## src/rtl/pipe_mac_sink.sv

```systemverilog
// pipe_mac_sink: burst multiply-accumulate sink.
// A start in IDLE captures a burst length (0 = 16) and a weight, then the sink
// accepts that many 4-bit elements, multiplies each by the weight into a
// registered product and adds that product into the accumulator one cycle
// later. The sum is presented until the consumer takes it.
//
// Ports:
//   clk, rst           clock, synchronous active-high reset
//   start, len, w      burst request, length (0 = 16), weight
//   stall_in           local backpressure, forces in_ready low
//   in_valid, in_data  upstream element handshake and payload
//   in_ready           element accepted this cycle when in_valid is also high
//   busy               burst in progress (RUN, DRAIN or RESULT)
//   out_valid          result available (RESULT state)
//   out_ready          result consumer ready
//   acc_out            accumulated result, ACC_W bits, wraps modulo 2^ACC_W
//   ovf                sticky carry-out flag, present only with MAC_OVF_EN
//
// Optional feature: define MAC_OVF_EN to add the ovf output.
module pipe_mac_sink #(
  parameter int unsigned ACC_W = 12
) (
  input  logic             clk,
  input  logic             rst,
  input  logic             start,
  input  logic [3:0]       len,
  input  logic [3:0]       w,
  input  logic             stall_in,
  input  logic             in_valid,
  input  logic [3:0]       in_data,
  output logic             in_ready,
  output logic             busy,
  output logic             out_valid,
  input  logic             out_ready,
  output logic [ACC_W-1:0] acc_out
`ifdef MAC_OVF_EN
  ,
  output logic             ovf
`endif
);

  localparam int unsigned SUM_W  = ACC_W + 1;
  localparam int unsigned PROD_W = 8;
  localparam int unsigned REM_W  = 5;

  typedef enum logic [1:0] {
    IDLE   = 2'd0,
    RUN    = 2'd1,
    DRAIN  = 2'd2,
    RESULT = 2'd3
  } state_t;

  state_t              state;
  logic [REM_W-1:0]    remaining;
  logic [3:0]          w_q;
  logic [PROD_W-1:0]   prod;
  logic                prod_vld;
  logic [ACC_W-1:0]    acc;
  logic                accept;
  logic [SUM_W-1:0]    sum;

  // Acceptance depends on stall_in in the same cycle, so in_ready is combinational.
  assign in_ready  = (state == RUN) && (remaining != REM_W'(0)) && !stall_in;
  assign accept    = in_valid && in_ready;
  assign busy      = (state != IDLE);
  assign out_valid = (state == RESULT);
  assign acc_out   = acc;

  // Extra top bit of the sum is the carry out of the accumulator.
  assign sum = {1'b0, acc} + SUM_W'(prod);

  // Burst control, product stage and accumulator.
  always_ff @(posedge clk) begin
    if (rst) begin
      state     <= IDLE;
      remaining <= '0;
      w_q       <= '0;
      prod      <= '0;
      prod_vld  <= 1'b0;
      acc       <= '0;
`ifdef MAC_OVF_EN
      ovf       <= 1'b0;
`endif
    end else begin
      prod_vld <= accept;
      if (accept) begin
        prod <= PROD_W'(in_data) * PROD_W'(w_q);
      end

      // A registered product is absorbed regardless of stall or state.
      if (prod_vld) begin
        acc <= sum[ACC_W-1:0];
`ifdef MAC_OVF_EN
        if (sum[ACC_W]) begin
          ovf <= 1'b1;
        end
`endif
      end

      case (state)
        IDLE: begin
          if (start) begin
            state     <= RUN;
            remaining <= (len == 4'd0) ? REM_W'(16) : REM_W'(len);
            w_q       <= w;
            acc       <= '0;
`ifdef MAC_OVF_EN
            ovf       <= 1'b0;
`endif
          end
        end
        RUN: begin
          if (accept) begin
            remaining <= remaining - REM_W'(1);
            if (remaining == REM_W'(1)) begin
              state <= DRAIN;
            end
          end
        end
        // Final product is added at this edge.
        DRAIN: begin
          state <= RESULT;
        end
        RESULT: begin
          if (out_ready) begin
            state <= IDLE;
          end
        end
        default: state <= IDLE;
      endcase
    end
  end

endmodule

```

## config.mk

```make
export PLATFORM = sky130hd
export DESIGN_NAME = pipe_mac_sink
export DESIGN_NICKNAME = d
export VERILOG_FILES = /design/src/rtl/pipe_mac_sink.sv
export SDC_FILE = /design/constraint.sdc
export NUM_CORES = 1
export LEC_CHECK = 0
export CORE_MARGIN = 3
export CORE_UTILIZATION = 50
export CTS_CLUSTER_SIZE = 24
export DETAILED_ROUTE_END_ITERATION = 10
export GPL_TIMING_DRIVEN = 1
export PLACE_DENSITY = 0.86
export SYNTH_ARGS = -nofsm -noshare
export SYNTH_HDL_FRONTEND = slang
export SYNTH_SLANG_ARGS = --single-unit
```

## constraint.sdc

```tcl
create_clock -name clk -period 7.1 [get_ports clk]
set_input_delay 1.065 -clock clk [delete_from_list [all_inputs] [get_ports clk]]
set_output_delay 1.065 -clock clk [all_outputs]
set_load 0.1 [all_outputs]
```

# Word level (Yosys, flattened, before mapping)
# Index checks and enable logic that the tools add are counted.
dict set report totals {
  out_inout_bits 15
  inputBits 18
  reg_bits 32
}
dict set report classes {
  eq_ne 8
  reduce_logical 12
  mul 1
  muxes 12
  n_addsub 2
}
# operator count
set ops {}
lappend ops {{$mux W12} 3}
lappend ops {{$mux W5} 3}
lappend ops {{$add A12 B8 Y12} 1}
lappend ops {{$pmux W5 S2} 1}
lappend ops {{$mul A4 B4 Y8} 1}
lappend ops {{$mux W2} 4}
lappend ops {{$pmux W2 S4} 1}
lappend ops {{$eq A5 B1 Y1 const B} 1}
lappend ops {{$reduce_bool A5 Y1} 1}
lappend ops {{$sub A5 B1 Y5 const B} 1}
lappend ops {{$eq A2 B2 Y1 const B} 2}
lappend ops {{$logic_not A4 Y1} 1}
lappend ops {{$ne A2 B1 Y1 const B} 2}
lappend ops {{$ne A2 B2 Y1 const B} 2}
lappend ops {{$reduce_and A4 Y1} 1}
lappend ops {{$reduce_bool A2 Y1} 2}
lappend ops {{$logic_and A1 B1 Y1} 3}
lappend ops {{$reduce_and A3 Y1} 1}
lappend ops {{$eq A2 B1 Y1 const B} 1}
lappend ops {{$logic_not A2 Y1} 1}
lappend ops {{$reduce_and A2 Y1} 1}
lappend ops {{$logic_not A1 Y1} 1}

# Longest topological paths before layout
# Gate-level depths: netlist of the first run.
dict set report logic_depth {
  word_depth 6
  depth_mapped 11
  depth_no_buf 11
}

# Worst setup path after synthesis of the first run
# OpenSTA, ideal clock, no wires.
dict set report synth_timing {
  path_kind {input -> output}
  start {in stall_in}
  end {out in_ready}
  slack_ns 2.758
  stages 1
  arrival_ns 3.277
  required_ns 6.035
  cell_sequence {nor3b_1}
}
dict set report synth_via {
  elab_chain_len 2
}
# item line
set synth_rtl {}
lappend synth_rtl {{start: declaration} 28} ;# input logic stall_in,
lappend synth_rtl {{$logic_not A1 Y1} 63} ;# assign in_ready = (state == RUN) && (remaining != REM_W'(0)) && !stall_in;
lappend synth_rtl {{$logic_and A1 B1 Y1} 63}
lappend synth_rtl {{end: declaration} 31} ;# output logic in_ready,
# Every way passes these cells.

# Final worst setup path of the first run
# Ends and elaborated chain as after synthesis.

==> results of run 1 <==
==> flip-flops by register name, summed over array words and instances (netlist names) <==
register   count
state          2
prod           8
acc_out       12
remaining      5
w_q            4
prod_vld       1
==> routing by layer <==
layer  share of wire (%)  GRT usage, %  wire [um]  up-vias
li1                    -             -          -      975
met5                   0             0          0        -
met2                  46          31.9       2060       56
met4                 1.4          6.26         62        0
met3                 5.8          5.12        257        7
met1                  46          21.1       2060      872
==> worst min-delay path, cell delays in order, from the launching register on <==
cell and delay (ns):
dfxtp_1 0.32, nand2_1 0.05, a21oi_1 0.05
==> cell families after synthesis <==
group / Yosys count
AOI/OAI and AO/OA: 61
and+or+nand+nor: 96
buffers and inverters: 23
xor gates and xnor gates: 5
adders and majority gates: 32
muxes: 9
DFF: 32
==> where the power goes <==
group / leakage [nW] / total, mW / switching, mW / internal [mW]
Clock: 0.0541 / 0.176 / 0.0720 / 0.104
Sequential: 0.259 / 0.238 / 0.0330 / 0.205
Combinational: 0.801 / 0.334 / 0.206 / 0.128
==> how the worst min path moves through the flow <==
stage	endpoint	cells past startpoint
4_1_cts	prod[0]	2
3_3_place_gp	prod[0]	2
6_report	prod[0]	2
2_1_floorplan	prod[0]	2
3_5_place_dp	prod[0]	2
5_1_grt	prod[2]	2
==> layout by cell type (no fill, tap or decap), types with 4 or more instances in the layout <==
cell             Yosys  routed
clkdlybuf4s50_1      0      32
nor3_1               6       6
a21oi_1             25      25
and2_1               9       9
inv_1               15      15
nor2_1              20      20
fa_1                 5       5
o21ai_0             10      10
nand3_1              7       7
dfxtp_1             32      32
a21o_1               4       4
a211oi_1             6       6
mux2i_1              9       9
nor2b_1              4       4
xnor2_1              4       4
nand2_1             30      30
ha_1                27      27
clkbuf_8             0       5
==> stage by stage <==
step	std cells	total power, mW	utilization, %	instance area (um2)
after floorplan	258	0.496	-	2180
after global placement	333	0.559	61.6	2540
after detailed placement	333	0.573	61.6	2540
after CTS	341	0.751	64.3	2650
after global routing	341	0.798	64.3	2650
final	341	0.748	64.3	2650
==> cell type report <==
type | count | share of cell area (%)
multi-input cells | 203 | 54.7
flip-flops and latches | 32 | 24.2
repair buffers | 33 | 12.4
clock buffers | 5 | 2.60
well taps | 50 | 2.36
inverters | 15 | 2.13
clock inverters | 3 | 1.61
==> results.tsv, run 1 <==
stage	metric	value	unit
pwr	Peak supply drop	0.324	mV
critical_path	worst stage delay on the critical path	1.16	ns
die	Core ar.	4120	um2
global_routing	total track usage	18.2	%
critical_path	Cell Chain, Critical Path	clkdlybuf4s50_1 -> nor3b_1 -> clkdlybuf4s50_1	
synthesis	Synth cell types	46	
clock_network	Clock Root Buffer	clkbuf_8	
timing	setup_tns	0	ns
synthesis	fraction of registers with async set or reset after synthesis	0	%
critical_path	slowest CP cell	clkdlybuf4s50_1	
synthesis	Synth Area in Compound Gates	17.8	%
pwr	Lkg Pwr	1.11	nW
timing	hold_ws	0.463	ns
critical_path	worst r2r src	w_q[3]	
cells_and_area	FF/Latch Area	641	um2
routing	final WL	4440	um
routing	detailed-route wire length per cell	13.0	um
critical_path	r2r setup slk	4.23	ns
placed_design	port bufs	32	
timing	part of the cycle the worst path needs	55.7	%
placed_design	hpwl dp	3410	um
synthesis	cell taking the most area after synthesis	dfxtp_1	
synthesis	most used flip-flop cell after synthesis	dfxtp_1	
synthesis	yosys warns	0	
routing	post-route ant nets	0	
critical_path	worst path required time	6.03	ns
cells_and_area	fillers	370	
synthesis	largest family of logic cells by synthesized area	simple AND/OR/NAND/NOR gates	
global_routing	global-route wire length before repair	7500	um
synthesis	post-synth top area share	29.3	%
global_routing	vias in the first global route	1843	
synthesis	sequential share of the synthesized area	29.3	%
synthesis	Synth Register Bits	32	
pwr	PwrDens	282	nW/um2
synthesis	Synth Area in Adders	20.1	%
timing	Final Hold Viols	0	
global_routing	largest net degree at the start of global routing	25	
synthesis	post-synthesis mux area share	4.13	%
cells_and_area	# diodes	0	
routing	via count	1910	
clock_network	# Post-CTS Setup Buffers	0	
critical_path	Crit Path Max Fanout	4	
die	FP Rows	23	
timing	Max Transition Viols Final	0	
worst_hold_path	hold crit path type	reg -> reg	
clock_network	post-CTS sizing	0	
synthesis	synthesized area	2180	um2
critical_path	number of buffers and inverters on the critical path	2	
routing	DRT iter0 DRCs	90	
placed_design	dpl ws	3.06	ns
clock_network	CTS tree	built	
die	Total Die Area	5200	um2
routing	Residual DRC	0	
clock_network	CTS max path bufs	2	
clock_network	clk sinks	32	
timing	Slew headroom	34.9	%
cells_and_area	multi-input logic area	1450	um2
routing	Detailed Routing Iterations Pass 1	7	
critical_path	crit path DAT	2.89	ns
synthesis	Synth area leaders	dfxtp_1 (29%), ha_1 (15%), a21oi_1 (5.7%)	
critical_path	most frequent CP cell	clkdlybuf4s50_1	
global_routing	total gr overflow	0	
routing	Vias/cell	5.60	
synthesis	Simple-Gate Fraction of Synth Area	22.4	%
cells_and_area	layout cells sized above 1	4.12	%
global_routing	initial antenna violation count	0	
critical_path	CP Capture Point	in_ready	
critical_path	Startpoint Class	input pin	
synthesis	Mean Syn Cell Area	8.46	um2
critical_path	worst setup path class	in -> out	
synthesis	Commonest cells post-synth	dfxtp_1 (32), nand2_1 (30), ha_1 (27)	
timing	PnR worst setup slack	3.15	ns
clock_network	H-Tree Depth	2	
cells_and_area	fin nets	340	
synthesis	Post-synth EDFFs	0	
critical_path	RR Endpoint	prod[6]	
worst_hold_path	min-delay src	prod[0]	
synthesis	top-count cell post-synth	dfxtp_1	
critical_path	CP Depth	3	
critical_path	worst r2r path cells	11	
timing	fmax	253	MHz
critical_path	Crit. End Element	primary output	
critical_path	Largest delay share family, worst path	buffers and inverters	
run	number of max-cap violations	0	
timing	final setup vio count	0	
die	Initial Util	53.1	%
cells_and_area	Area Overhead vs Synth	21.3	%
clock_network	Post-CTS Hold Fix Bufs	0	
die	die width	72.1	um
placed_design	Placer Congestion	0.844	
die	Die Height	72.1	um
timing	slew of the pin with the lowest slew margin	0.974	ns
timing	unrepaired setup endpoints after global routing	no	
clock_network	worst-skew pair later-pin latency	0.29	ns
timing	crit path time final	3.95	ns
critical_path	beginning of the critical path	stall_in	
die	Top-Level Pins	33	
synthesis	Syn Inst Count	258	
synthesis	syn_nets	308	
timing	clock skew	0.00249	ns
clock_network	TritonCTS buffer count	5	
clock_network	CTS clk-pin slew, worst paths	0.07	ns
outcome	status	completed	
synthesis	XOR/XNOR Fraction of Synth Area	2.01	%
Power figures use the tool's default switching activity.
==> run 2: changes to the inputs <==
clock period = 3.9 ns   (was 7.1 ns; I/O delays follow)
==> run 2 against run 1 <==
  * Count of clock-buffer cells in the layout is 3 higher
  * Die area is the same
  * Highest routed layer unchanged
  * Worst setup slack lost 2.6 ns
  * Power rose by 72%
  * Global-route usage is 0.23 points lower
  * Register-to-register slack got worse by 3.2 ns
  * Critical endpoint is now prod[6]
  * Combinational power rose by 78%
==> results.tsv, run 2 (synthesis gave the netlist of run 1 again) <==
stage	metric	value	unit	change
die	FP Rows	23		unchanged
die	Die Height	72.1	um	unchanged
routing	detailed-route wire length per cell	12.9	um	was 13.0 um
clock_network	worst-skew pair later-pin latency	0.29	ns	about the same
clock_network	CTS tree	built		unchanged
routing	final WL	4390	um	was 4440 um
die	Total Die Area	5200	um2	unchanged
cells_and_area	fin nets	340		unchanged
critical_path	crit path DAT	3.52	ns	was 2.89 ns
global_routing	largest net degree at the start of global routing	25		unchanged
worst_hold_path	hold crit path type	reg -> reg		unchanged
placed_design	port bufs	32		unchanged
critical_path	worst setup path class	in -> reg		was in -> out
routing	Detailed Routing Iterations Pass 1	4		was 7
clock_network	CTS clk-pin slew, worst paths	0.06	ns	was 0.07 ns
routing	Vias/cell	5.58		was 5.60
timing	clock skew	0.00407	ns	was 0.00249 ns
global_routing	global-route wire length before repair	7410	um	was 7500 um
timing	part of the cycle the worst path needs	84.9	%	
timing	Final Hold Viols	0		unchanged
pwr	Lkg Pwr	1.11	nW	about the same
routing	DRT iter0 DRCs	75		was 90
placed_design	Placer Congestion	0.876		was 0.844
cells_and_area	max reg flops	12		unchanged
cells_and_area	Area Overhead vs Synth	20.2	%	was 21.3%
cells_and_area	leading cell type in the layout, fill and taps excluded	dfxtp_1		
cells_and_area	most frequent cells in the layout	dfxtp_1 (32), clkdlybuf4s50_1 (31), nand2_1 (30), ha_1 (27), a21oi_1 (25)		was dfxtp_1 (32), clkdlybuf4s50_1 (32), nand2_1 (30), ha_1 (27), a21oi_1 (25)
routing	Residual DRC	0		unchanged
critical_path	Startpoint Class	input pin		unchanged
pwr	Power Total	1.29	mW	was 0.748 mW
timing	unrepaired setup endpoints after global routing	no		unchanged
global_routing	initial antenna violation count	0		unchanged
critical_path	Crit Path Max Fanout	4		unchanged
clock_network	Post-CTS Hold Fix Bufs	0		unchanged
die	Top-Level Pins	33		unchanged
pwr	PwrDens	492	nW/um2	was 282 nW/um2
critical_path	Crit. End Element	flop		was primary output
outcome	status	completed		unchanged
clock_network	CTS max path bufs	2		unchanged
critical_path	worst path required time	4.10	ns	was 6.03 ns
timing	final setup vio count	0		unchanged
clock_network	Clock Root Buffer	clkbuf_8		unchanged
timing	crit path time final	3.31	ns	
placed_design	hpwl dp	3410	um	about the same
timing	Slew headroom	35.4	%	was 34.9%
global_routing	total track usage	18.0	%	was 18.2%
cells_and_area	final core area utilization	63.8	%	was 64.3%
clock_network	# Post-CTS Setup Buffers	0		unchanged
global_routing	vias in the first global route	1760		was 1843
clock_network	TritonCTS buffer count	5		unchanged
timing	setup_tns	0	ns	unchanged
routing	post-route ant nets	0		unchanged
pwr	Peak supply drop	0.587	mV	was 0.324 mV
run	number of max-cap violations	0		unchanged
clock_network	clk sinks	32		unchanged
timing	Max Transition Viols Final	0		unchanged
routing	via count	1903		was 1910
clock_network	post-CTS sizing	0		unchanged
clock_network	H-Tree Depth	2		unchanged
die	Core ar.	4120	um2	unchanged
die	die width	72.1	um	unchanged
cells_and_area	layout cells sized above 1	3.78	%	was 4.12%
die	Initial Util	53.1	%	unchanged
cells_and_area	# diodes	0		unchanged
timing	fmax	302	MHz	
global_routing	total gr overflow	0		unchanged
timing	slew of the pin with the lowest slew margin	0.967	ns	was 0.974 ns
[run 2: cell count changes in the layout (fill, tap and decap cells not counted), sizes merged]
| cell | previous run | this run |
|---|---|---|
| bufinv | 1 | 0 |
| clkinv | 1 | 0 |
| clkinvlp | 1 | 0 |
| clkdlybuf4s50 | 32 | 31 |
| buf | 1 | 2 |
| clkbuf | 5 | 8 |
[run 2: worst paths after layout]
| check | endpoint | slack [ns] | depth (start not counted) | startpoint |
|---|---|---|---|---|
| max | prod[6] | 0.59 | 12 | in_data[0] |
| min | prod[0] | 0.46 | 2 | prod[0] |
| max reg2reg | prod[6] | 1.00 | 11 | w_q[3] |
| min reg2reg | prod[0] | 0.46 | 2 | prod[0] |
[run 2: metrics by stage]
| stage | hold WS [ns] | instances | setup WS (ns) | area (um2) |
|---|---|---|---|---|
| after floorplan | 0.436 | 258 | 0.161 | 2180 |
| after global placement | 0.448 | 333 | 0.430 | 2530 |
| after detailed placement | 0.459 | 333 | 0.280 | 2530 |
| after CTS | 0.467 | 341 | 0.596 | 2620 |
| after global routing | 0.501 | 341 | 0.416 | 2620 |
| final | 0.457 | 341 | 0.590 | 2620 |
[run 2: routing by layer]
layer  GRT usage (%)  wire length [um]
met1            21.7              2080
met2            30.6              2070
met3            4.57               177
met4            6.68                61
met5               0                 0
[run 2: critical path, cell delays in order]
cell	delay [ns]
clkdlybuf4s50_1	0.52
nand2_1	0.10
fa_1	0.54
inv_1	0.05
fa_1	0.55
inv_1	0.06
fa_1	0.43
nor2b_1	0.18
o21a_1	0.15
nor3_1	0.04
nand3b_1	0.15
a21oi_1	0.13
[run 2: cell type report]
cell class	count	area, um2
inverter	15	56.3
multi-input combinational	203	1450
fill	371	1490
sequential	32	641
timing repair buffer	33	325
clock buffer	8	90.1
tap	50	62.6
[run 2: power by group]
group          switching [mW]  internal (mW)  leakage [nW]
clock network           0.118          0.144        0.0455
registers              0.0592          0.374         0.259
logic                   0.365          0.231         0.803
total                   0.542          0.748          1.11
